--- config.mk ---
export PLATFORM = sky130hd
export DESIGN_NAME = data_stack
export DESIGN_NICKNAME = d
export VERILOG_FILES = /design/src/rtl/data_stack.sv
export SDC_FILE = /design/constraint.sdc
export NUM_CORES = 1
export LEC_CHECK = 0
export CAP_MARGIN = 20
export CELL_PAD_IN_SITES_DETAIL_PLACEMENT = 1
export CELL_PAD_IN_SITES_GLOBAL_PLACEMENT = 2
export CORE_UTILIZATION = 35
export DETAILED_ROUTE_END_ITERATION = 16
export PLACE_DENSITY = 0.79
export SLEW_MARGIN = 30
export SYNTH_ARGS = -nofsm -noshare
export SYNTH_HDL_FRONTEND = slang
export SYNTH_SLANG_ARGS = --single-unit
--- constraint.sdc ---
create_clock -name clk -period 4.9 [get_ports clk]
set_input_delay 1.225 -clock clk [delete_from_list [all_inputs] [get_ports clk]]
set_output_delay 1.225 -clock clk [all_outputs]
set_load 0.01 [all_outputs]
--- src/rtl/data_stack.sv ---
// data_stack -- hardware data stack for a small stack-machine CPU.
//
// Holds up to DEPTH entries of DW bits. top/next feed the ALU operand
// inputs directly and are derived combinationally from the registered
// depth and storage, so an operation applied at one edge is visible
// immediately after it. One operation executes per enabled cycle; illegal
// operations (overflow/underflow) leave all state untouched.
//
// Optional feature: define DATA_STACK_ERR_EN to compile in the sticky
// overflow (ovf) and underflow (unf) flags. Without it both are tied to 0.

module data_stack #(
    parameter int DEPTH = 16,   // power of two, 4..256
    parameter int DW    = 16
) (
    input  logic                       clk,
    input  logic                       reset,    // synchronous, active-low
    input  logic                       en,       // 0 freezes all state
    input  logic [2:0]                 stackOP,
    input  logic [DW-1:0]              din,
    output logic [DW-1:0]              top,
    output logic [DW-1:0]              next,
    output logic [$clog2(DEPTH):0]     depth,
    output logic                       empty,
    output logic                       full,
    output logic                       ovf,
    output logic                       unf
);

    localparam int AW = $clog2(DEPTH);     // storage index width
    localparam int CW = AW + 1;            // entry count width (0..DEPTH)
    localparam logic [CW-1:0] FULL_CNT = CW'(DEPTH);

    // Operation encoding; 6 and 7 fall into the default arm and act as NONE.
    typedef enum logic [2:0] {
        OP_NONE    = 3'd0,
        OP_PUSH    = 3'd1,
        OP_POPREP  = 3'd2,
        OP_POP     = 3'd3,
        OP_POP2    = 3'd4,
        OP_SWAP    = 3'd5
    } stack_op_e;

    // Registered state.
    logic [DW-1:0] r_mem [DEPTH];
    logic [CW-1:0] r_depth;

    // Derived occupancy and index values.
    logic          w_ge1;
    logic          w_ge2;
    logic          w_full;
    logic [AW-1:0] w_push_idx;
    logic [AW-1:0] w_top_idx;
    logic [AW-1:0] w_next_idx;

    // Decoded operation.
    logic          w_legal;
    logic [CW-1:0] w_depth_nxt;
    logic          w_wr0_en;
    logic [AW-1:0] w_wr0_addr;
    logic [DW-1:0] w_wr0_data;
    logic          w_wr1_en;
    logic [AW-1:0] w_wr1_addr;
    logic [DW-1:0] w_wr1_data;
    logic          w_commit;

    // Occupancy flags and storage indices; low AW bits wrap correctly
    // because indices are only used when the matching entry exists.
    assign w_ge1      = (r_depth != '0);
    assign w_ge2      = (r_depth >= CW'(2));
    assign w_full     = (r_depth == FULL_CNT);
    assign w_push_idx = r_depth[AW-1:0];
    assign w_top_idx  = r_depth[AW-1:0] - AW'(1);
    assign w_next_idx = r_depth[AW-1:0] - AW'(2);

    // An operation takes effect only out of reset, when enabled and legal.
    assign w_commit   = reset && en && w_legal;

    // Decode the requested operation into legality, next depth and writes.
    always_comb begin
        // NOTE: every output of this block gets a default first, so no path
        // leaves a variable unassigned and no latch is inferred.
        w_legal     = 1'b0;
        w_depth_nxt = r_depth;
        w_wr0_en    = 1'b0;
        w_wr0_addr  = '0;
        w_wr0_data  = '0;
        w_wr1_en    = 1'b0;
        w_wr1_addr  = '0;
        w_wr1_data  = '0;

        case (stackOP)
            OP_PUSH: begin
                w_legal     = !w_full;
                w_depth_nxt = r_depth + CW'(1);
                w_wr0_en    = 1'b1;
                w_wr0_addr  = w_push_idx;
                w_wr0_data  = din;
            end
            OP_POPREP: begin
                // Drop top, overwrite the old second entry: din becomes top.
                w_legal     = w_ge2;
                w_depth_nxt = r_depth - CW'(1);
                w_wr0_en    = 1'b1;
                w_wr0_addr  = w_next_idx;
                w_wr0_data  = din;
            end
            OP_POP: begin
                w_legal     = w_ge1;
                w_depth_nxt = r_depth - CW'(1);
            end
            OP_POP2: begin
                w_legal     = w_ge2;
                w_depth_nxt = r_depth - CW'(2);
            end
            OP_SWAP: begin
                // Two write ports so the exchange completes in one cycle.
                w_legal     = w_ge2;
                w_wr0_en    = 1'b1;
                w_wr0_addr  = w_top_idx;
                w_wr0_data  = r_mem[w_next_idx];
                w_wr1_en    = 1'b1;
                w_wr1_addr  = w_next_idx;
                w_wr1_data  = r_mem[w_top_idx];
            end
            default: begin
                // OP_NONE and the unused codes 6/7 leave everything alone.
                w_legal     = 1'b0;
            end
        endcase
    end

    // Entry count register with synchronous active-low reset.
    always_ff @(posedge clk) begin
        // NOTE: sequential state uses non-blocking assignments so every
        // register samples pre-edge values regardless of statement order.
        if (!reset) begin
            r_depth <= '0;
        end else if (w_commit) begin
            r_depth <= w_depth_nxt;
        end
    end

    // Storage array writes (up to two entries per cycle for SWAP).
    always_ff @(posedge clk) begin
        // NOTE: storage is deliberately not reset; entries at or above depth
        // are never visible, so clearing them would only cost reset fan-out.
        if (w_commit) begin
            if (w_wr0_en) begin
                r_mem[w_wr0_addr] <= w_wr0_data;
            end
            if (w_wr1_en) begin
                r_mem[w_wr1_addr] <= w_wr1_data;
            end
        end
    end

`ifdef DATA_STACK_ERR_EN
    logic r_ovf;
    logic r_unf;
    logic w_ovf_set;
    logic w_unf_set;

    // An enabled op that was refused raises the flag for its direction.
    assign w_ovf_set = en && !w_legal && (stackOP == OP_PUSH);
    assign w_unf_set = en && !w_legal &&
                       ((stackOP == OP_POPREP) || (stackOP == OP_POP) ||
                        (stackOP == OP_POP2)   || (stackOP == OP_SWAP));

    // Sticky error flags, cleared only by reset.
    always_ff @(posedge clk) begin
        if (!reset) begin
            r_ovf <= 1'b0;
            r_unf <= 1'b0;
        end else begin
            if (w_ovf_set) begin
                r_ovf <= 1'b1;
            end
            if (w_unf_set) begin
                r_unf <= 1'b1;
            end
        end
    end

    assign ovf = r_ovf;
    assign unf = r_unf;
`else
    assign ovf = 1'b0;
    assign unf = 1'b0;
`endif

    // Combinational outputs from registered state; absent entries read 0.
    assign top   = w_ge1 ? r_mem[w_top_idx]  : '0;
    assign next  = w_ge2 ? r_mem[w_next_idx] : '0;
    assign depth = r_depth;
    assign empty = !w_ge1;
    assign full  = w_full;

endmodule

# Word-level counts from Yosys, hierarchy flattened
# Memories as Yosys holds them, arrays and structs flattened.
# Index checks and enable logic that the tools add are counted.
# word_totals
reg_bits,5
latchBits,0
mem_bits_rw,256
romBits,0
inputBits,22
out_inout_bits,41
elab_cells,41
n_memories,1
# classes
addsub,5
multipliers,0
div_mod_pow,0
n_lt_le_gt_ge,1
eq_ne,6
shifts,0
muxes,16
bitwise,0
reduce_logical,11
# mem_list
name,depth,word_bits,read_ports,rd_ports_with_merged_regs,wr,line,source
r_mem,16,16,2,0,2,45,logic [DW-1:0] r_mem [DEPTH];
# op_table
cell,n
16-bit two-way mux,3
16-bit case mux with 2 select lines,1
5-bit case mux with 3 select lines,1
4-bit case mux with 3 select lines,1
1-bit two-way mux,8
3-bit by 2-bit equality test with 1-bit output (second input constant),2
3-bit equality test (second input constant),2
3-bit OR reduction,2
5-bit by 1-bit adder with 5-bit output (second input constant),1
5-bit equality test (second input constant),1
5-bit by 2-bit >= comparator with 1-bit output (second input constant),1
5-bit nonzero test,1
5-bit by 1-bit subtractor with 5-bit output (second input constant),1
5-bit by 2-bit subtractor with 5-bit output (second input constant),1
4-bit two-way mux,1
2-bit OR reduction,2
4-bit by 1-bit subtractor with 4-bit output (second input constant),1
4-bit by 2-bit subtractor with 4-bit output (second input constant),1
3-bit by 1-bit equality test with 1-bit output (second input constant),1
1-bit case mux with 3 select lines,1
3-bit nonzero test,1
1-bit logical AND,2
1-bit logical NOT,2
2-bit AND reduction,1

# Depth between registers and ports, before layout
# depth
ltp_word,6
depth_mapped,13
mapped_depth_nobuf,8

# Least setup slack after synthesis
# Ideal clock, no wire load.
# synth_timing
path_kind,reg2reg
from,"reg r_depth[1], in the netlist depth[1]"
to,"mem r_mem[13][0], enable pin"
setup_ps,411
arrival_ps,3612
required_ps,4489
slack_ps,877
path_stages_with_launch,11
path_buffers,5
synth_period_minus_slack_ps,4023
cell_sequence,dfxtp_1 -> buf_2 -> clkinv_1 -> clkbuf_1 -> ha_1 -> buf_2 -> buf_2 -> buf_4 -> o32ai_1 -> nand3b_1 -> o21ai_0
# synth_rtl
item,line,source
start: declaration,46,logic [CW-1:0] r_depth;
start signal: assignment,140,r_depth <= w_depth_nxt;
end: declaration,45,

# Final worst setup path
# layout_timing
from,"reg r_depth[1], in the netlist depth[1]"
to,out top[9]
# layout_between
elab_chain_cells,3
word_cells_on_any_way,4
cone_classes,add/sub: 1; mux: 1; reduce/logical: 1; memory: 1
# layout_lines
item,line,source
4-bit by 1-bit subtractor with 4-bit output,73,assign w_top_idx = r_depth[AW-1:0] - AW'(1);
memory 16 x 16 bit,-,
16-bit two-way mux (*),193,assign top = w_ge1 ? r_mem[w_top_idx] : '0;
end: declaration,21,"output logic [DW-1:0] top,"
# Every way passes the cells marked *; elsewhere a longest branch is shown, timed or not.

==> summary.md <==
| Metric | Value |
|---|---|
| DIE HEIGHT | between 200 and 250 um |
| Die area | 0.04982 mm^2 |
| Via-per-instance ratio | around 6.3 |
| Initial core utilization | 35.64% |
| Pleak | 6.966 nW |
| Worst Tran Pin Value | 933.1 ps |
| TritonRoute pass-1 iters | 7 |
| RSZ-0062 raised after global routing | false |
| Clock slew seen by the registers of the worst setup and hold paths | 60 ps |
| Antenna violations before repair | 1 |
| Switching power | 1.791 mW |
| Final hold vios | 0 |
| Area leader, netlist | edfxtp_1 |
| Status | completed |
| Vias in the first global route | 13,500 |
| CTS Buffer Depth | 3 |
| Final wirelength | 61,500 um |
| Layout area overhead | 15.24% |
| CTS tree | yes |
| Sw Ratio | 28.76% |
| Area of the core | slightly below 0.05 mm^2 |
| Layout cells sized above 1 | 23.44% |
| Max Freq | 210.3 MHz |
| # DRC | 0 |
| Chip width | 223.2 um |
| CP arrival | 3530 ps |
| Crit. End Element | primary output |
| Mapped Area | approximately 0.017 mm^2 |
| Crit start category | flip-flop |
| Sequential element share of the synthesized area | a little under half |
| Synth area leaders | edfxtp_1, mux4_2, mux2i_1 |
| Count of cell types in the netlist | 65 |
| Post-synth top area share | between 40% and 50% |
| Antenna fix cells | 0 |
| VDD IR max | 0.0002529 V |
| Port Buffers | 60 |
| Placed Cells | about 2,000 |
| Commonest non-fill, non-tap cell in the layout | edfxtp_1 |
| Commonest cells after routing, fill and taps aside | edfxtp_1, nor2_1, a21oi_1 |
| Finished Layout Cells | 2,104 |
| P per Cell Area | 315.6 mW/mm^2 |
| Pre-CTS WS | 415.6 ps |
| Drt wl/cell | 29.23 um |
| Post-route setup slack | 144.8 ps |
| NumNets Final | 1,496 |
| Critical path type | reg2out |
| Max-slew headroom | 37.80% |
| Largest net degree at the start of global routing | 49 |
| Max-Cap Viols | 0 |
| Comb pwr share | roughly 23% |
| IO Pins | 63 |
| Max FO, Critical Path | 15 |
| Setup TNS | 0 ps |
| Overall Power | 6.228 mW |
| Async set-reset flop share out of synthesis | 0% |
| DR iter-0 viols | 1,277 |
| Clock latency on the worst-skew pair | 570 ps |
| Worst EP required | 3670 ps |
| Hpwl dp | 42,220 um |
| Register share of total power | between 30% and 40% |
| Mean Syn Cell Area | 12.10 um^2 |
| Worst reg-to-reg setup slack | 1310 ps |
| H-tree levels | 1 |
| Clk_skew | 12.27 ps |
| Final global-route overflow total | 0 |
| Routed Antenna Nets | 0 |
| Root Driver | clkbuf_16 |
| Gp weighted congestion | 0.8727 |
| Number of setup violations in the final report | 0 |
| Max Slew Vio Count | 0 |
| Top_reg_cell synth | edfxtp_1 |
| Worst Hold Class | reg2reg |
| Period minus WS final | roughly 4800 ps |
| Clk network pwr share | 37.7% |
| Cts hold-fix bufs | 0 |
| #FFs+latches synth | around 260 |
| Via count | 13,220 |
| Global-route wire length before repair | 90,550 um |
| Final core occ | 41.08% |
| Internal power | 4.437 mW |
| Number of enable flip-flop cells after synthesis | 256 |
| CTS sink cnt | 261 |
| Total GRT Usage | 24.41% |
| Synth warn | 0 |
| Tcrit/Tclk final | a little under 100% |
| Synth Instances | 1,415 |
| Num CTS Buffers | 30 |
| # rows | 80 |
routing by layer:
metal  wire, um  GRT usage (%)  share of wire [%]  vias to the layer above
li1           -              -                  -                     5591
met1      25440          32.23                 41                     6867
met2      30230          41.64                 49                      613
met3       3553          2.344                5.8                      146
met4       2268          9.010                3.7                        2
met5         13              0              0.021                        -
synthesized netlist by cell type (5+ instances only):
library cell    n
nor2_1        250
mux2i_1       100
clkbuf_1       55
nand2b_1        7
dfxtp_1         5
nor2b_1        20
xnor2_1         5
a21o_1          5
mux4_1         12
mux4_2        116
edfxtp_1      256
a2bb2oi_4      16
inv_1           6
ha_1            8
and4_4         14
a21oi_2         9
nand2_1        18
a21oi_1       187
o21ai_0        13
buf_6          21
o22ai_1        32
nand3_1        74
o21ai_1         8
a211o_1        32
a22oi_1        16
buf_4          27
buf_2          45
critical path, cell delays in order, from the launching register on:
cell             delay, ps
dfxtp_2                340
clkinv_2               140
ha_4                   400
buf_12                 200
buf_12                 170
buf_12                 160
mux4_2                 530
mux2i_2                230
mux2i_1                130
nor2b_1                150
clkdlybuf4s50_1        490
layout make-up:
cell class	count	area, um^2
multi-input cells	996	8576
well taps	615	769.5
clock buffers	34	787.0
fillers	5099	28310
inverters	7	27.53
repair buffers	169	1551
flip-flops and latches	261	7794
clock inverters	22	230.2
worst paths after layout:
check | end | depth (start not counted) | from
min reg2reg | depth[2] | 2 | depth[2]
max | top[9] | 10 | depth[1]
min | depth[2] | 2 | depth[2]
max reg2reg | r_mem[13][9] | 9 | depth[1]
state kept, by name, summed over array words and instances (netlist names):
register  cells
r_mem       256
depth         5
per-stage QoR:
step           hold slack (ps)  area [um^2]
4_1_cts                  587.5        19690
3_5_place_dp             658.6        18640
6_report                 583.6        19740
3_3_place_gp             645.5        18640
2_1_floorplan            660.4        17130
5_1_grt                  619.9        19740
power by group through the flow:
| stage | clock, mW | combinational [mW] | sequential (mW) |
|---|---|---|---|
| 3_5_place_dp | 0 | 1.36 | 2.52 |
| 6_report | 2.35 | 1.40 | 2.48 |
| 5_1_grt | 2.44 | 1.48 | 2.48 |
| 3_3_place_gp | 0 | 1.33 | 2.52 |
| 4_1_cts | 2.37 | 1.38 | 2.48 |
| 2_1_floorplan | 0 | 0.937 | 2.52 |
cells by family (layout without fill, tap and decap cells):
kind of cell | after synthesis | after routing | synth area share (%)
DFF | 261 | 261 | 45.47
muxes | 228 | 228 | 22.94
adders and majority gates | 9 | 9 | 0.7014
xor gates and xnor gates | 7 | 7 | 0.5115
other | 1 | 2 | 0.02190
buffers and inverters | 159 | 232 | 5.392
and+or+nand+nor | 412 | 412 | 11.28
AOI/OAI and AO/OA | 338 | 338 | 13.68
repair_timing:
item                       4_1_cts  5_1_grt
pin swaps                        1        2
setup buffers                    2        2
setup endpoints to repair       19        7
gates cloned                     0        1
resized for setup                5        6
Power figures use the tool's default switching activity.
